**src/rtl/pipe_hazard_ctrl.sv**
```systemverilog
// Purpose : stall/flush/forward sequencer for the 5-stage pipeline (F,D,E,M,W), optional perf counters via HAZ_PERF_CNT_EN.
// Latency : stall/flush/forward outputs are combinational on the current inputs; wait state, mem_timeout and counters update on the rising edge.
// Backpressure: a data-memory access that is not ready freezes F..M and bubbles W until ready or TIMEOUT_CYCLES stalled cycles.
module pipe_hazard_ctrl #(
  parameter int REG_W          = 5,
  parameter int TIMEOUT_CYCLES = 16
) (
  input  logic             clk,
  input  logic             rst,
  input  logic [REG_W-1:0] rs_D,
  input  logic [REG_W-1:0] rt_D,
  input  logic             use_rs_D,
  input  logic             use_rt_D,
  input  logic [REG_W-1:0] rs_E,
  input  logic [REG_W-1:0] rt_E,
  input  logic             RegWr_E,
  input  logic             MemtoReg_E,
  input  logic [REG_W-1:0] RegWrDst_E,
  input  logic             RegWr_M,
  input  logic             MemtoReg_M,
  input  logic             MemWr_M,
  input  logic [REG_W-1:0] RegWrDst_M,
  input  logic             RegWr_W,
  input  logic [REG_W-1:0] RegWrDst_W,
  input  logic             br_taken_M,
  input  logic             dmem_ready,
  output logic             stall_F,
  output logic             stall_D,
  output logic             stall_E,
  output logic             stall_M,
  output logic             flush_D,
  output logic             flush_E,
  output logic             flush_M,
  output logic             flush_W,
  output logic             pc_redirect,
  output logic [1:0]       fwdA_E,
  output logic [1:0]       fwdB_E,
  output logic             mem_timeout
`ifdef HAZ_PERF_CNT_EN
  ,
  output logic [15:0]      cnt_loaduse,
  output logic [15:0]      cnt_memwait,
  output logic [15:0]      cnt_redirect
`endif
);

  typedef enum logic {RUN, MEM_WAIT} state_t;

  state_t     r_state;
  state_t     w_state_nxt;
  logic [7:0] r_wait_cnt;
  logic [7:0] w_wait_cnt_nxt;
  logic       r_mem_timeout;
  logic       w_timeout_set;
  // One-cycle grace after a timeout: the stuck access counts as done so the pipe can move it out of M.
  logic       r_resume;
  logic       w_resume_nxt;

  logic       w_mem_op;
  logic       w_mem_block;
  logic       w_load_use;
  logic       w_mem_stall;
  logic       w_eval;
  logic       w_redirect;
  logic       w_lu_stall;

  assign w_mem_op    = MemtoReg_M | MemWr_M;
  assign w_mem_block = w_mem_op & ~dmem_ready & ~r_resume;
  assign w_load_use  = RegWr_E & MemtoReg_E & (RegWrDst_E != '0) &
                       ((use_rs_D & (rs_D == RegWrDst_E)) | (use_rt_D & (rt_D == RegWrDst_E)));

  // Forwarding select for one E-stage source: M result beats W data, $0 never forwards.
  function automatic logic [1:0] fwd_sel(
    input logic [REG_W-1:0] src,
    input logic             wr_m,
    input logic             ld_m,
    input logic [REG_W-1:0] dst_m,
    input logic             wr_w,
    input logic [REG_W-1:0] dst_w
  );
    if (wr_m && !ld_m && (dst_m != '0) && (dst_m == src)) begin
      return 2'b10;
    end else if (wr_w && (dst_w != '0) && (dst_w == src)) begin
      return 2'b01;
    end
    return 2'b00;
  endfunction

  // Next-state logic: decides whether this cycle is a memory stall or a normal hazard-evaluation cycle.
  always_comb begin
    w_state_nxt    = r_state;
    w_wait_cnt_nxt = r_wait_cnt;
    w_timeout_set  = 1'b0;
    w_resume_nxt   = 1'b0;
    w_mem_stall    = 1'b0;
    w_eval         = 1'b0;
    case (r_state)
      RUN: begin
        if (w_mem_block) begin
          w_mem_stall    = 1'b1;
          w_state_nxt    = MEM_WAIT;
          w_wait_cnt_nxt = 8'd1;
        end else begin
          w_eval = 1'b1;
        end
      end
      MEM_WAIT: begin
        if (dmem_ready) begin
          // The access completes and the M instruction advances, so hazards
          // (including a branch held in M) are evaluated as in a normal cycle.
          w_eval         = 1'b1;
          w_state_nxt    = RUN;
          w_wait_cnt_nxt = 8'd0;
        end else if (r_wait_cnt == 8'(TIMEOUT_CYCLES - 1)) begin
          w_mem_stall    = 1'b1;
          w_timeout_set  = 1'b1;
          w_resume_nxt   = 1'b1;
          w_state_nxt    = RUN;
          w_wait_cnt_nxt = 8'd0;
        end else begin
          w_mem_stall    = 1'b1;
          w_wait_cnt_nxt = r_wait_cnt + 8'd1;
        end
      end
      default: begin
        w_state_nxt    = RUN;
        w_wait_cnt_nxt = 8'd0;
      end
    endcase
  end

  assign w_redirect = w_eval & br_taken_M;
  assign w_lu_stall = w_eval & ~br_taken_M & w_load_use;

  assign stall_F     = ~rst & (w_mem_stall | w_lu_stall);
  assign stall_D     = ~rst & (w_mem_stall | w_lu_stall);
  assign stall_E     = ~rst & w_mem_stall;
  assign stall_M     = ~rst & w_mem_stall;
  assign flush_D     = rst | w_redirect;
  assign flush_E     = rst | w_redirect | w_lu_stall;
  assign flush_M     = rst | w_redirect;
  assign flush_W     = rst | w_mem_stall;
  assign pc_redirect = ~rst & w_redirect;
  assign fwdA_E      = rst ? 2'b00 : fwd_sel(rs_E, RegWr_M, MemtoReg_M, RegWrDst_M, RegWr_W, RegWrDst_W);
  assign fwdB_E      = rst ? 2'b00 : fwd_sel(rt_E, RegWr_M, MemtoReg_M, RegWrDst_M, RegWr_W, RegWrDst_W);
  assign mem_timeout = r_mem_timeout;

  // State register, wait counter and sticky timeout flag.
  always_ff @(posedge clk) begin
    if (rst) begin
      r_state       <= RUN;
      r_wait_cnt    <= 8'd0;
      r_mem_timeout <= 1'b0;
      r_resume      <= 1'b0;
    end else begin
      r_state       <= w_state_nxt;
      r_wait_cnt    <= w_wait_cnt_nxt;
      r_mem_timeout <= r_mem_timeout | w_timeout_set;
      r_resume      <= w_resume_nxt;
    end
  end

`ifdef HAZ_PERF_CNT_EN
  logic        w_memwait_ev;
  logic [15:0] r_cnt_loaduse;
  logic [15:0] r_cnt_memwait;
  logic [15:0] r_cnt_redirect;

  assign w_memwait_ev = (r_state == MEM_WAIT) | ((r_state == RUN) & w_mem_block);

  // Saturating event counters for load-use stalls, memory-wait cycles and redirects.
  always_ff @(posedge clk) begin
    if (rst) begin
      r_cnt_loaduse  <= 16'd0;
      r_cnt_memwait  <= 16'd0;
      r_cnt_redirect <= 16'd0;
    end else begin
      if (w_lu_stall && (r_cnt_loaduse != 16'hFFFF)) r_cnt_loaduse <= r_cnt_loaduse + 16'd1;
      if (w_memwait_ev && (r_cnt_memwait != 16'hFFFF)) r_cnt_memwait <= r_cnt_memwait + 16'd1;
      if (w_redirect && (r_cnt_redirect != 16'hFFFF)) r_cnt_redirect <= r_cnt_redirect + 16'd1;
    end
  end

  assign cnt_loaduse  = r_cnt_loaduse;
  assign cnt_memwait  = r_cnt_memwait;
  assign cnt_redirect = r_cnt_redirect;
`endif

endmodule

```
**config.mk**
```make
export PLATFORM = sky130hd
export DESIGN_NAME = pipe_hazard_ctrl
export DESIGN_NICKNAME = d
export VERILOG_FILES = /design/src/rtl/pipe_hazard_ctrl.sv
export SDC_FILE = /design/constraint.sdc
export NUM_CORES = 1
export LEC_CHECK = 0
export CORE_MARGIN = 4
export CORE_UTILIZATION = 40
export CTS_CLUSTER_SIZE = 40
export DETAILED_ROUTE_END_ITERATION = 12
export GPL_TIMING_DRIVEN = 0
export PLACE_DENSITY_LB_ADDON = 0.25
export SYNTH_ARGS = -nofsm -noshare
export SYNTH_HDL_FRONTEND = slang
export SYNTH_SLANG_ARGS = --single-unit
```
**constraint.sdc**
```tcl
create_clock -name clk -period 4 [get_ports clk]
set_input_delay 0.6 -clock clk [delete_from_list [all_inputs] [get_ports clk]]
set_output_delay 0.6 -clock clk [all_outputs]
set_load 0.005 [all_outputs]
```
==> results.ini, run 1 <==
[outcome]
status=complete, no violations

[timing]
worst_slew_pin_slew_ps=417
fmax_mhz=301
max_slew_margin_pct=71.9
clock_skew_ps=5.98
fin_tns_setup_ps=0
post-route-period-util_pct=83.2
slew_viol_final=0
hold_violations=0
grt_setup_unrepaired=false
setup_viol=0
min_period_ps=3330

[placed_design]
dp_hpwl_um=2680
placedInstanceArea_um2=1650
gp_congestion=0.816
port_buffers=60
dpl.cell_count=216

[global_route]
grt_pass1_wl_um=5250
antenna_found_initial=0
grt-ovfl-total=0
track_usage_pct=19.5
grt_pass1_vias=1213
grt_max_degree=11

[worst_setup_path]
path_max_fanout=3
critPathKind=in2out
start_kind=input port
path_common_cell=clkdlybuf4s50_1
critPathRequiredTime_ps=3400
cp_num_buf_inv=2
cpLargestDelayFamily=buffers and inverters
critPathSlowestCell=or4_1
end_kind=output port
max_stage_delay_ps=560
crit_path_cell_trace=clkdlybuf4s50_1 > or4_1 > o21ai_2 > nor4_1 > nor4_2 > clkdlybuf4s50_1
critPathLaunch=RegWrDst_M[1]
cp.arrival_ps=2730
reg2reg_from=r_wait_cnt[6]

[final_layout]
area_delta_synth_final_pct=65.2
diodes=0
finish.utilization_pct=72.3
stdcell_count=220
num-fill-cells=181
fin_nets=241
fin_area_um2=1680
drive_gt1_share_pct=6.25

[drt]
drtIter0Drc=22
vias=1170
wl_per_cell_um=14.5
viasPerCell=5.32
drt_wl_total_um=3190
antenna_left=0
firstDrtPassIters=4
drc=0

[logic_synthesis]
ys_seq_area_share_pct=21.7
synth_area_per_cell_um2=7.93
synth-main-ff-cell=dfxtp_1
synth_area_leader_cell=dfxtp_1
synth.distinct_cells=37
syn_area_um2=1010
synth-seq-cells=11
syn_inst=128
async_reset_ff_share_pct=0
yosysTopAreaCellShare_pct=21.7
synthSimpleGateAreaFrac_pct=28.2
syn_nets=176
synth_top_family_by_area=simple AND/OR/NAND/NOR gates
synth_warnings=0
yosys-top-cells-area=dfxtp_1 22%, xor2_1 19%, xnor2_1 6.9%, or4_1 5.2%, a21oi_1 4.9%
synth_fa_ha_area_share_pct=1.23
synth_compound_area_share_pct=18.4
synth_mux_area_share_pct=0
synth_edf_count=0
yosys.area_share.xor_xnor_pct=25.9

[clock_tree]
h-tree-depth=1
cts_resized=0
clockBufferDepth=2
postCtsHoldBufs=0
insertion_delay_ps=280
numCtsBuffers=3
tritoncts=yes
cts.sinks=11
cts-root-buf=clkbuf_4
clkTransAtPathRegs_ps=80
cts_setup_buffers=0

[power_and_ir_drop]
vdd_drop_max_v=0.000174
finalPower_w=0.000319
power_density_nw_per_um2=191
p_leak_nw=0.593

[die]
io_pins=61
dieArea_um2=3410
die_w_um=58.4
die_h_um=58.4
coreArea_um2=2320
start_util_pct=43.8
rows=17

[hold_path]
hold_path.class=reg2reg
hp-start=mem_timeout

[job]
cap_viol_max_count=0

[routing by layer]
metal	global-route usage (%)	share of wire, %	vias to the layer above
li1	-	-	585
met1	22.0	41	523
met2	35.2	48	57
met3	5.48	9.7	5
met4	5.63	0.97	0
met5	0	0	-
[logic make-up after synthesis]
| family | count (synthesis) |
|---|---|
| buffers and inverters | 9 |
| adder cells (fa/ha/maj) | 1 |
| AND/OR/NAND/NOR | 47 |
| flip-flops | 11 |
| AO/OA/AOI/OAI | 30 |
| XOR/XNOR | 30 |
[layout by cell type, fill, tap and decap left out, drive strengths merged, types with 2 or more instances in the layout]
master | synthesis | layout
a21oi | 10 | 10
buf | 4 | 4
clkbuf | 1 | 5
clkdlybuf4s50 | 0 | 60
dfxtp | 11 | 11
inv | 4 | 4
nand2 | 4 | 4
nand3 | 5 | 5
nor2 | 8 | 8
nor2b | 6 | 6
nor4 | 6 | 6
o21ai | 10 | 10
o21bai | 2 | 2
or3 | 4 | 4
or4 | 7 | 7
xnor2 | 8 | 8
xor2 | 22 | 22
[synth_stat cells, types with 2 or more instances]
cell type / n
xor2_1: 22
dfxtp_1: 11
a21oi_1: 10
nor2_1: 8
xnor2_1: 8
or4_1: 7
nor2b_1: 6
nand3_1: 5
o21ai_0: 5
inv_1: 4
nand2_1: 4
nor4_1: 4
o21ai_1: 4
or3_1: 4
buf_4: 3
nor4_2: 2
[sequential cells by signal, summed over array words and instances (netlist names)]
register,count
r_resume,1
r_wait_cnt,8
r_state,1
mem_timeout,1
[cell type report]
class                           count  area [um2]  share of cell area, %
Inverter                            4        15.0                  0.896
Timing Repair Buffer               60         601                   35.8
Sequential cell                    11         220                   13.1
Buffer                              5        31.3                   1.87
Tap cell                           28        35.0                   2.09
Clock buffer                        4        26.3                   1.57
Multi-Input combinational cell    108         748                   44.6
[worst min-delay path: stages, from the launching register on]
cell and delay (ps):
dfxtp_1 310, inv_1 50, a21oi_1 50
[final timing paths]
check,end,slack [ps],depth (start not counted)
max reg2reg,r_wait_cnt[4],2470,4
min,mem_timeout,450,2
min reg2reg,mem_timeout,450,2
max,fwdB_E[0],670,6
[stage by stage]
step / setup slack [ps] / hold WS [ps]
2_1_floorplan: 1780 / 442
3_3_place_gp: 671 / 439
3_5_place_dp: 683 / 444
4_1_cts: 666 / 459
5_1_grt: 597 / 493
6_report: 673 / 455
[report_power, final]
group,switching [W],total (W),internal [W],leakage [nW]
combinational,0.0000488,0.000125,0.0000764,0.489
sequential,0.00000234,0.000114,0.000111,0.0891
clock,0.0000419,0.0000806,0.0000387,0.0150
(Power assumes the default switching activity.)
==> run 2, diff against run 1 <==
CORE_UTILIZATION = 34   (was 40)
clock period = 2.9 ns   (was 4 ns; I/O delays follow)
==> run 2 against run 1 <==
  * Core utilization is 12 points lower
  * Via count is 0.94% lower
  * Non-clock buffer count stayed put
  * Clock-buffer cell count stayed put
  * Die area is 15% higher
  * Global-route usage is 3.9 points lower
  * Sequential share of layout area is 0.14 points lower
  * Setup slack worse by 580 ps
  * First-iteration DRC count is 14% lower
  * Wire length is 0.41% lower
  * Flip-flop and latch count stayed put
  * Clock power is 29% higher
  * Critical endpoint is now flush_E
  * Largest power group unchanged
==> results.ini, run 2 (synthesis results as in run 1) <==
[timing]
hold_violations=0  ; unchanged
fin_tns_setup_ps=0  ; unchanged
clock_skew_ps=6.23  ; +0.253 ps
fmax_mhz=356
min_period_ps=2810
worst_slew_pin_slew_ps=497  ; +80.0 ps
grt_setup_unrepaired=false
post-route-period-util_pct=96.8
timing.hold.ws_ps=456  ; +0.678 ps
max_slew_margin_pct=66.9  ; -5.1 points
setup_viol=0  ; unchanged
slew_viol_final=0  ; unchanged

[worst_setup_path]
crit_path_cell_trace=clkdlybuf4s50_1 > o21ba_2 > o21ai_1 > a21o_1 > o21bai_1 > clkdlybuf4s50_1
path_max_fanout=5  ; +2
critPathKind=in2out
critPathRequiredTime_ps=2470  ; -930 ps
critPathSlowestCell=clkdlybuf4s50_1
path_common_cell=clkdlybuf4s50_1
cpLargestDelayFamily=buffers and inverters
start_kind=input port
cp_num_buf_inv=2  ; unchanged
cp.arrival_ps=2370  ; -360 ps
max_stage_delay_ps=530  ; -30 ps
end_kind=output port

[final_layout]
fin_nets=241  ; unchanged
multi_input_area_um2=754  ; +0.84%
final_common_cell=clkdlybuf4s50_1
regArea_um2=220  ; unchanged
largest_reg_flops=8  ; unchanged
final_cell_mix=54 x clkdlybuf4s50_1, 22 x xor2_1, 11 x dfxtp_1
area_delta_synth_final_pct=67.0
regMostFlops=r_wait_cnt
diodes=0  ; unchanged
num-fill-cells=247  ; +36%
drive_gt1_share_pct=6.77  ; +0.52 points

[drt]
drt_wl_total_um=3170  ; -0.41%
drc=0  ; unchanged
viasPerCell=5.20  ; -2.3%
wl_per_cell_um=14.2  ; -1.7%
antenna_left=0  ; unchanged
firstDrtPassIters=4  ; unchanged
drtIter0Drc=19  ; -14%
vias=1159  ; -0.94%

[clock_tree]
numCtsBuffers=3  ; unchanged
cts_setup_buffers=0  ; unchanged
h-tree-depth=1  ; unchanged
insertion_delay_ps=270  ; about the same
cts-root-buf=clkbuf_4
cts.sinks=11  ; unchanged
tritoncts=yes
clkTransAtPathRegs_ps=70  ; about the same
postCtsHoldBufs=0  ; unchanged
clockBufferDepth=2  ; unchanged

[placed_design]
gp_congestion=0.824  ; +0.94%
port_buffers=60  ; unchanged
dp_hpwl_um=2700  ; +0.59%

[power_and_ir_drop]
p_leak_nw=0.640  ; +8.0%
vdd_drop_max_v=0.000148  ; -15%
power_density_nw_per_um2=256  ; +34%

[die]
die_h_um=62.6  ; +7.3%
dieArea_um2=3920  ; +15%
io_pins=61  ; unchanged
start_util_pct=36.2  ; -7.6 points
coreArea_um2=2810  ; +21%
rows=19  ; +2
die_w_um=62.6  ; +7.3%

[global_route]
grt_max_degree=11  ; unchanged
antenna_found_initial=0  ; unchanged
grt_pass1_wl_um=4970  ; -5.4%
grt-ovfl-total=0  ; unchanged
track_usage_pct=15.6  ; -3.9 points
grt_pass1_vias=1181  ; -2.6%

[outcome]
status=complete, no violations

[hold_path]
hold_path.class=reg2reg

[job]
cap_viol_max_count=0  ; unchanged

-- run 2: changes by cell type in the layout (fill, tap and decap cells not counted), sizes merged --
cell	previous run	this run
clkdlybuf4s50	60	54
dlygate4sd2	0	2
dlymetal6s2s	0	4
-- run 2: layout make-up --
class                      instances  area share (%)
multi-input combinational        108            44.5
timing repair buffer              60            35.9
sequential                        11            13.0
tap                               31            2.29
buffer                             5            1.85
clock buffer                       4            1.55
inverter                           4           0.886
-- run 2: power by group --
group | total [W] | internal (W) | switching [W]
clock | 0.000104 | 0.0000532 | 0.0000511
combinational | 0.000173 | 0.000105 | 0.0000680
sequential | 0.000157 | 0.000154 | 0.00000319
-- run 2: stage by stage --
step | instances | util, % | setup WS [ps] | area, um2 | power, W
6_report | 223 | 60.4 | 94.2 | 1690 | 0.000434
5_1_grt | 223 | 60.4 | 8.56 | 1690 | 0.000461
4_1_cts | 223 | 60.0 | 36.9 | 1680 | 0.000437
3_5_place_dp | 219 | 59.0 | -53.4 | 1650 | 0.000332
3_3_place_gp | 219 | 59.0 | -44.0 | 1650 | 0.000328
2_1_floorplan | 128 | - | 1010 | 1010 | 0.000225
-- run 2: routing by layer --
metal | GRT usage [%] | part of all wire [%] | up-vias
met5 | 0 | 0 | -
met4 | 4.41 | 1.2 | 0
met3 | 6.29 | 8.2 | 4
met2 | 27.4 | 51 | 46
met1 | 17.3 | 40 | 521
li1 | - | - | 588
-- run 2: worst min-delay path, cell delays in order (launching register included) --
cell	delay, ps
dfxtp_1	310
inv_1	50
a21oi_1	50
-- run 2: timing repair --
action                                  in CTS  in global routing
pin swaps                                    0                  1
endpoints found under the setup margin       3                  1
resized for setup                            3                  4
-- run 2: final timing paths --
path                                    start       endpoint  slack, ps  depth (start not counted)
worst min register to register    mem_timeout    mem_timeout        460                          2
worst max register to register  r_wait_cnt[4]  r_wait_cnt[5]       1370                          4
worst max-delay path               MemtoReg_M        flush_E         90                          6
worst min-delay path              mem_timeout    mem_timeout        460                          2
==> run 3, diff against run 2 <==
CTS_BUF_LIST = sky130_fd_sc_hd__clkbuf_16   (was not set)
==> run 3 against run 2 <==
  * Die area did not move
  * Wire length rose by 0.66%
  * Sequential power barely moved
  * Flip-flop and latch count did not move
  * Critical endpoint unchanged
  * Largest cell class unchanged
==> results.ini, run 3 (synthesis results as in run 1) <==
[clock_tree]
postCtsHoldBufs=0  ; unchanged
tritoncts=yes
clkTransAtPathRegs_ps=40  ; -30 ps
numCtsBuffers=3  ; unchanged
cts-root-buf=clkbuf_16
h-tree-depth=1  ; unchanged
cts_setup_buffers=0  ; unchanged
cts.sinks=11  ; unchanged
clockBufferDepth=2  ; unchanged
insertion_delay_ps=230  ; -40 ps

[power_and_ir_drop]
pwr-share-clk_pct=42.4  ; +18 points
p_comb_share_pct=30.1  ; -9.7 points
p_int_w=0.000440  ; +41%
swShare_pct=23.4  ; -4.8 points
vdd_drop_max_v=0.000223  ; +51%
p_leak_nw=0.668  ; +4.3%
power_density_nw_per_um2=329  ; +28%
p_seq_share_pct=27.5  ; -8.6 points
finalPower_w=0.000574  ; +32%
p_sw_w=0.000134  ; +10%

[final_layout]
fin_nets=241  ; unchanged
multi_input_area_um2=754  ; unchanged
diodes=0  ; unchanged
drive_gt1_share_pct=6.77  ; unchanged
finish.utilization_pct=62.3  ; +1.9 points
final_common_cell=clkdlybuf4s50_1
area_delta_synth_final_pct=72.1
largest_reg_flops=8  ; unchanged
regArea_um2=220  ; unchanged
regMostFlops=r_wait_cnt
stdcell_count=223  ; unchanged
final_cell_mix=54 x clkdlybuf4s50_1, 22 x xor2_1, 11 x dfxtp_1
num-fill-cells=242  ; -2.0%

[drt]
drtIter0Drc=22  ; +3
firstDrtPassIters=4  ; unchanged
vias=1153  ; -0.52%
antenna_left=0  ; unchanged
viasPerCell=5.17  ; -0.52%
drc=0  ; unchanged
wl_per_cell_um=14.3  ; +0.66%
drt_wl_total_um=3190  ; +0.66%

[worst_setup_path]
end_kind=output port
path_common_cell=clkdlybuf4s50_1
cp_num_buf_inv=2  ; unchanged
start_kind=input port
reg2reg_from=r_wait_cnt[4]
cp.arrival_ps=2350  ; -20 ps
critPathSlowestCell=clkdlybuf4s50_1
critPathKind=in2out
cpLargestDelayFamily=buffers and inverters
critPathLaunch=MemtoReg_M
max_stage_delay_ps=530  ; about the same
path_max_fanout=5  ; unchanged
critPathRequiredTime_ps=2470  ; about the same
crit_path_cell_trace=clkdlybuf4s50_1 > o21ba_2 > o21ai_1 > a21o_1 > o21bai_1 > clkdlybuf4s50_1

[timing]
min_period_ps=2790  ; -17.2 ps
timing.hold.ws_ps=452  ; -3.72 ps
max_slew_margin_pct=66.0  ; -0.89 points
worst_slew_pin_slew_ps=510  ; +13.3 ps
fmax_mhz=359  ; +0.62%
grt_setup_unrepaired=false
hold_violations=0  ; unchanged
post-route-period-util_pct=96.2  ; -0.59 points
slew_viol_final=0  ; unchanged
clock_skew_ps=3.26  ; -2.97 ps
setup_viol=0  ; unchanged

[global_route]
antenna_found_initial=0  ; unchanged
grt_pass1_wl_um=5060  ; +1.9%
grt_pass1_vias=1201  ; +1.7%
grt_max_degree=11  ; unchanged
track_usage_pct=15.9  ; +0.22 points
grt-ovfl-total=0  ; unchanged

[die]
coreArea_um2=2810  ; unchanged
start_util_pct=36.2  ; unchanged
die_w_um=62.6  ; unchanged
rows=19  ; unchanged
dieArea_um2=3920  ; unchanged
io_pins=61  ; unchanged
die_h_um=62.6  ; unchanged

[job]
cap_viol_max_count=0  ; unchanged

[outcome]
status=complete, no violations

[placed_design]
port_buffers=60  ; unchanged
dp_hpwl_um=2700  ; unchanged
gp_congestion=0.824  ; unchanged
dpl.cell_count=219  ; unchanged

[hold_path]
hp-start=mem_timeout
hold_path.class=reg2reg

-- run 3: path summary, 6_finish.rpt --
| kind | to | slack (ps) | cells after the start |
|---|---|---|---|
| setup / recovery | flush_E | 110 | 6 |
| hold / removal | mem_timeout | 450 | 2 |
| setup reg to reg | r_wait_cnt[5] | 1380 | 4 |
| hold reg to reg | mem_timeout | 450 | 2 |
-- run 3: final cells by class --
| class | instances | share of cell area [%] |
|---|---|---|
| inverters | 4 | 0.860 |
| repair buffers | 60 | 34.8 |
| clock inverters | 1 | 0.215 |
| multi-input cells | 108 | 43.2 |
| flip-flops and latches | 11 | 12.6 |
| clock buffers | 3 | 4.30 |
| well taps | 31 | 2.22 |
| plain buffers | 5 | 1.79 |
-- run 3: timing repair --
item	in CTS	in global routing
hold endpoints to repair	0	0
setup endpoints to repair	3	1
resized for setup	3	4
pin swaps	0	1
-- run 3: worst reg2reg max path, stage by stage (launching register included) --
cell and delay (ps):
dfxtp_1 340, or4_1 580, o21a_1 230, o21bai_2 190
a21oi_1 60
-- run 3: per-layer routing --
metal | up-vias | wire [um] | track usage [%]
met5 | - | 0 | 0
met4 | 0 | 31 | 3.58
met3 | 4 | 245 | 6.29
met2 | 40 | 1660 | 28.4
met1 | 521 | 1260 | 17.5
li1 | 588 | - | -
-- run 3: power by group through the flow --
stage | registers, W | clock network (W) | logic [W]
after floorplan | 0.000159 | 0 | 0.0000661
after global placement | 0.000160 | 0 | 0.000168
after detailed placement | 0.000160 | 0 | 0.000172
after CTS | 0.000158 | 0.000248 | 0.000174
after global routing | 0.000158 | 0.000259 | 0.000187
final | 0.000158 | 0.000244 | 0.000173
-- run 3: metrics by stage --
| stage | setup slack (ps) | setup TNS, ps | instance area (um2) |
|---|---|---|---|
| 2_1_floorplan | 1010 | 0 | 1010 |
| 3_3_place_gp | -44.0 | -61.7 | 1650 |
| 3_5_place_dp | -53.4 | -92.7 | 1650 |
| 4_1_cts | 36.9 | 0 | 1740 |
| 5_1_grt | 8.56 | 0 | 1750 |
| 6_report | 111 | 0 | 1750 |
